**config.mk**
```make
export PLATFORM = sky130hd
export DESIGN_NAME = cc_line_assembler
export DESIGN_NICKNAME = d
export VERILOG_FILES = /design/src/rtl/cc_pkg.sv /design/src/rtl/cc_line_assembler.sv
export SDC_FILE = /design/constraint.sdc
export NUM_CORES = 1
export LEC_CHECK = 0
export CAP_MARGIN = 10
export CORE_AREA = 2 2 229 231
export CTS_BUF_LIST = sky130_fd_sc_hd__clkbuf_16
export DETAILED_ROUTE_END_ITERATION = 16
export DIE_AREA = 0 0 231 233
export PLACE_DENSITY = 0.7
export SKIP_CTS_REPAIR_TIMING = 1
export SYNTH_ARGS = -nofsm -noshare
export SYNTH_HDL_FRONTEND = slang
export SYNTH_SLANG_ARGS = --single-unit
```
**constraint.sdc**
```tcl
create_clock -name clk -period 2.1 [get_ports clk]
set_clock_uncertainty 0.1 [all_clocks]
set_input_delay 0.42 -clock clk [delete_from_list [all_inputs] [get_ports clk]]
set_output_delay 0.42 -clock clk [all_outputs]
set_load 0.02 [all_outputs]
```
**src/rtl/cc_pkg.sv**
```systemverilog
// Shared widths and FSM state type for the line assembler and the downstream serializer.
package cc_pkg;
  localparam int BEAT_W       = 64;
  localparam int LINE_W       = 512;
  localparam int BEATS        = 8;
  localparam int OFS_W        = 3;
  localparam int FIFO_ENTRY_W = 518;

  typedef enum logic [1:0] {
    ST_IDLE = 2'd0,
    ST_FILL = 2'd1,
    ST_PUSH = 2'd2
  } cc_state_e;
endpackage

```
**src/rtl/cc_line_assembler.sv**
```systemverilog
// Collects eight 64-bit memory beats into one 512-bit cache line and pushes
// {offset, 3'b000, line} into the downstream line FIFO.
module cc_line_assembler
  import cc_pkg::*;
(
  input  logic                    clk,
  input  logic                    rst,
  input  logic                    req_valid_i,
  output logic                    req_ready_o,
  input  logic [OFS_W-1:0]        req_offset_i,
  input  logic [BEAT_W-1:0]       mem_rdata_i,
  input  logic                    mem_rlast_i,
  input  logic                    mem_rvalid_i,
  output logic                    mem_rready_o,
  input  logic                    fifo_full_i,
  output logic                    fifo_wren_o,
  output logic [FIFO_ENTRY_W-1:0] fifo_wdata_o,
  output logic                    err_o
);

  cc_state_e         r_state, w_next;
  logic [2:0]        r_count;
  logic [OFS_W-1:0]  r_offset;
  logic [LINE_W-1:0] r_line;
  logic              r_err;

  logic w_beat, w_last_beat;
  assign w_beat      = (r_state == ST_FILL) && mem_rvalid_i;
  assign w_last_beat = (r_count == 3'd7);

  always_comb begin
    w_next       = r_state;
    req_ready_o  = 1'b0;
    mem_rready_o = 1'b0;
    fifo_wren_o  = 1'b0;
    case (r_state)
      ST_IDLE: begin
        req_ready_o = 1'b1;
        if (req_valid_i) w_next = ST_FILL;
      end
      ST_FILL: begin
        mem_rready_o = 1'b1;
        if (mem_rvalid_i && w_last_beat) w_next = ST_PUSH;
      end
      ST_PUSH: begin
        fifo_wren_o = !fifo_full_i;
        if (!fifo_full_i) w_next = ST_IDLE;
      end
      default: w_next = ST_IDLE;
    endcase
  end

  always_ff @(posedge clk) begin
    if (rst) begin
      r_state  <= ST_IDLE;
      r_count  <= '0;
      r_offset <= '0;
      r_line   <= '0;
      r_err    <= 1'b0;
    end else begin
      r_state <= w_next;
      if (r_state == ST_IDLE && req_valid_i) begin
        r_offset <= req_offset_i;
        r_count  <= '0;
      end
      if (w_beat) begin
        // Beat 0 is the most significant word of the line.
        r_line[LINE_W-1-BEAT_W*r_count -: BEAT_W] <= mem_rdata_i;
        r_count <= r_count + 3'd1;
        if (mem_rlast_i != w_last_beat) r_err <= 1'b1;
      end
    end
  end

  assign fifo_wdata_o = {r_offset, 3'b000, r_line};
  assign err_o        = r_err;

endmodule

```
==> parameters.txt <==
Parameter                              Value

Run status
  Result of the run    complete, no violations

Route
  Number of vias per cell    slightly above 5
  Post-detailed-routing wire length    73480 um
  Average routed wire per standard cell    around 22 um
  Iteration-0 DRC count of the detailed router    roughly 1100
  DR pass1 iterations    5
  Number of remaining DRC errors    0
  Number of nets still failing antenna checks after routing    0
  Via count    17140

Die
  Standard-cell rows    between 80 and 90
  Die footprint    53820 um^2
  Area of the core region    51090 um^2
  Die W    231 um
  Io pins    595
  Starting Density    0.4010
  Floorplan die height    233 um

STA
  Top achievable clock speed    483.2 MHz
  Minimum clock period after layout    between 2000 and 2500 ps
  Period utilization    0.9855
  Worst Slack Setup Final    between 30 and 40 ps
  Final Hold Fails    0
  Max-slew violation count    0
  Setup-violating endpoint count in the final report    0
  Worst rel slew slack    0.5005
  Transition time of the tightest slew-check pin    749.3 ps

Critical path
  Worst Setup End Kind    output port
  Cell-by-cell listing of the critical path    clkdlybuf4s50_1
  Worst path top cell family by delay    buffers and inverters
  Maximum fanout count along the critical path    2
  Largest stage delay on the critical path    630 ps
  WP data required    1580 ps
  FF-to-FF path depth    6
  Crit path max-delay cell type    sky130_fd_sc_hd__clkdlybuf4s50_1
  WP buf/inv    1
  Reg2Reg Launch Point    r_count[0]
  Category of the critical setup timing path    flop to output port
  Startpoint type of the worst setup path    flop
  Crit path DAT    1550 ps
  RR Endpoint    r_line[27]
  Register-to-register setup slack    170 ps

Finish
  Final cell count without fillers    3346
  Footprint of the flip-flops and latches    10430 um^2
  Share of final-layout standard cells stronger than drive strength 1    0.05664
  Layout fillers    4309
  Number of nets in the finished design    around 2700
  Area taken by multi-input logic gates    about 9200 um^2
  Antenna Cells    0
  Area overhead of the layout relative to synthesis    46.42%

Placement
  Count of input and output buffers    591
  Cells after DPL    3251
  Final HPWL DP    49860 um
  Placer Congestion    0.8594
  Worst setup slack after placement    -323.5 ps

Synthesis
  Number of register bits inferred by synthesis    about 520
  Avg Synthesized Cell Area    just under 10 um^2
  Primary flip-flop cell chosen by synthesis mapping    sky130_fd_sc_hd__dfxtp_1
  Cell type with the largest total area after synthesis    sky130_fd_sc_hd__dfxtp_1
  Post-synthesis share of cell area spent on full adders, half adders and majority gates    0.003664
  XOR/XNOR Fraction of Synth Area    0.0004275
  Yosys warnings    0
  Main combinational cell family by area after synthesis    simple AND/OR/NAND/NOR gates
  Cells taking the most area after synthesis    sky130_fd_sc_hd__dfxtp_1 51%, sky130_fd_sc_hd__mux2i_1 19%, sky130_fd_sc_hd__nand2b_1 12%
  Cell Area, Synth    20490 um^2
  Synth unique cells    32
  Simple-gate portion of the synthesized area    0.2203
  Post-synth EDFFs    0
  Proportion of synthesized area in mux cells    0.1891
  Instance count of the mapped netlist    around 2100
  Sequential area share after synthesis    0.5090
  Top cell type's share of synthesized area    0.5090
  Async set-reset flop share out of synthesis    0
  Complex-gate fraction of the synthesized area    0.03322

Clocking
  CTS max path bufs    3
  Clock transition at path regs    60 ps
  Inserted Clock Buffers    56
  Clock insertion delay at the later pin of the skew report    approximately 590 ps
  Clock root buffer    sky130_fd_sc_hd__clkbuf_16
  TritonCTS clock tree    built
  # H-tree levels    2
  Sink Count    ~520

Min path
  Startpoint of the lowest-slack hold path    rst
  Hold Path Cell Cnt    3
  Min-delay worst type    primary input to flop
  Hold Crit Endpoint    r_line[253]

GRT
  Global-route wire length before repair    107500 um
  Number of global-route vias before repair    17260
  Maximum number of pins on one net before global-route repair    174
  GRT Total Usage    0.2598
  Antenna violations before repair    0
  Total overflow reported by the global router    0

Power and ir drop
  Logic pwr share    0.056
  Part of the total power dissipated in sequential elements    0.497
  Switch share    0.2328
  Leakage component of the power    0.01916 uW
  Clock power share    0.447
  Cell internal power dissipation    15400 uW
  Power density normalized to cell area    between 600 and 700 nW/um^2
  Sw power    4675 uW
  Maximum resistive drop on vdd    roughly 0.6 mV

Job
  Total of max-cap violations    0
## power groups by stage
stage	combinational [uW]	sequential [uW]	clock, uW
6_report	1130	9980	8970
5_1_grt	1180	9980	9540
4_1_cts	1140	9980	9120
2_1_floorplan	485	10300	0
3_5_place_dp	1140	10200	0
3_3_place_gp	1120	10200	0
## flip-flops by register name, summed over array words and instances (netlist names)
| signal | count |
|---|---|
| r_line | 512 |
| r_count | 3 |
| r_offset | 3 |
| r_state | 2 |
| err_o | 1 |
## through the flow
step	hold slack [ps]	setup TNS, ps	cell area (um^2)	power (uW)	utilization
2_1_floorplan	427.3	0	20500	10750	-
3_3_place_gp	337.2	-10140	27250	11320	0.5333
3_5_place_dp	343.1	-31090	27250	11330	0.5333
4_1_cts	106.5	-10770	28870	20250	0.5650
5_1_grt	126.9	-7.687	30000	20710	0.5872
6_report	135.9	0	30000	20080	0.5872
## kinds of logic (layout without fill, tap and decap cells)
group / count (synthesis) / count (layout)
compound gates: 134 / 134
simple gates: 867 / 867
fa+ha+maj: 6 / 6
buf+inv: 170 / 747
flops: 521 / 521
mux: 387 / 387
other cells: 1 / 3
xor+xnor: 1 / 1
## synthesized netlist by cell type, types with 2 or more instances
library cell and number:
sky130_fd_sc_hd__or3_1 4, sky130_fd_sc_hd__nand2_1 321, sky130_fd_sc_hd__nand3b_1 3, sky130_fd_sc_hd__nor2_4 3
sky130_fd_sc_hd__nor2_1 6, sky130_fd_sc_hd__clkbuf_1 66, sky130_fd_sc_hd__a21oi_1 131, sky130_fd_sc_hd__buf_1 5
sky130_fd_sc_hd__and4b_1 2, sky130_fd_sc_hd__nand2b_1 385, sky130_fd_sc_hd__ha_1 6, sky130_fd_sc_hd__nor3b_1 3
sky130_fd_sc_hd__buf_2 64, sky130_fd_sc_hd__nand4b_1 2, sky130_fd_sc_hd__buf_4 13, sky130_fd_sc_hd__o41ai_1 2
sky130_fd_sc_hd__mux2i_1 387, sky130_fd_sc_hd__dfxtp_1 521, sky130_fd_sc_hd__nand3_2 3, sky130_fd_sc_hd__inv_1 3
sky130_fd_sc_hd__nand3_1 128, sky130_fd_sc_hd__and3b_1 2, sky130_fd_sc_hd__buf_6 18
## layout by cell type, fill, tap and decap left out, types with 14 or more instances in the layout
cell type                         count
sky130_fd_sc_hd__clkinv_1            14
sky130_fd_sc_hd__buf_12              32
sky130_fd_sc_hd__nand3_1            128
sky130_fd_sc_hd__buf_4               27
sky130_fd_sc_hd__mux2i_1            387
sky130_fd_sc_hd__clkbuf_16           57
sky130_fd_sc_hd__dfxtp_1            520
sky130_fd_sc_hd__dlymetal6s2s_1     453
sky130_fd_sc_hd__nand2_1            321
sky130_fd_sc_hd__a21oi_1            131
sky130_fd_sc_hd__clkdlybuf4s50_1    135
sky130_fd_sc_hd__nand2b_1           385
## cell type report
class,count,share of cell area
Inverter,3,0.0003753
Clock buffer,57,0.04754
Sequential cell,521,0.3477
Tap cell,680,0.02836
Timing Repair Buffer,649,0.2627
Clock inverter,38,0.006506
Multi-Input combinational cell,1398,0.3068
## metal layers
layer,GRT usage,vias to the layer above,share of wire
met2,0.4428,640,0.48
li1,-,7994,-
met1,0.3089,8356,0.40
met3,0.07831,148,0.081
met4,0.09294,0,0.038
met5,0,-,0
## worst max path at each step
stage | startpoint | slack [ps] | cells past startpoint | endpoint
2_1_floorplan | r_count[0] | 340 | 7 | r_line[10]
4_1_cts | r_state[0] | -490 | 3 | fifo_wren_o
3_5_place_dp | fifo_full_i | -320 | 4 | fifo_wren_o
3_3_place_gp | fifo_full_i | -330 | 4 | fifo_wren_o
6_report | r_line[160] | 30 | 1 | fifo_wdata_o[160]
5_1_grt | r_line[160] | -8 | 1 | fifo_wdata_o[160]
Power figures use the tool's default switching activity.
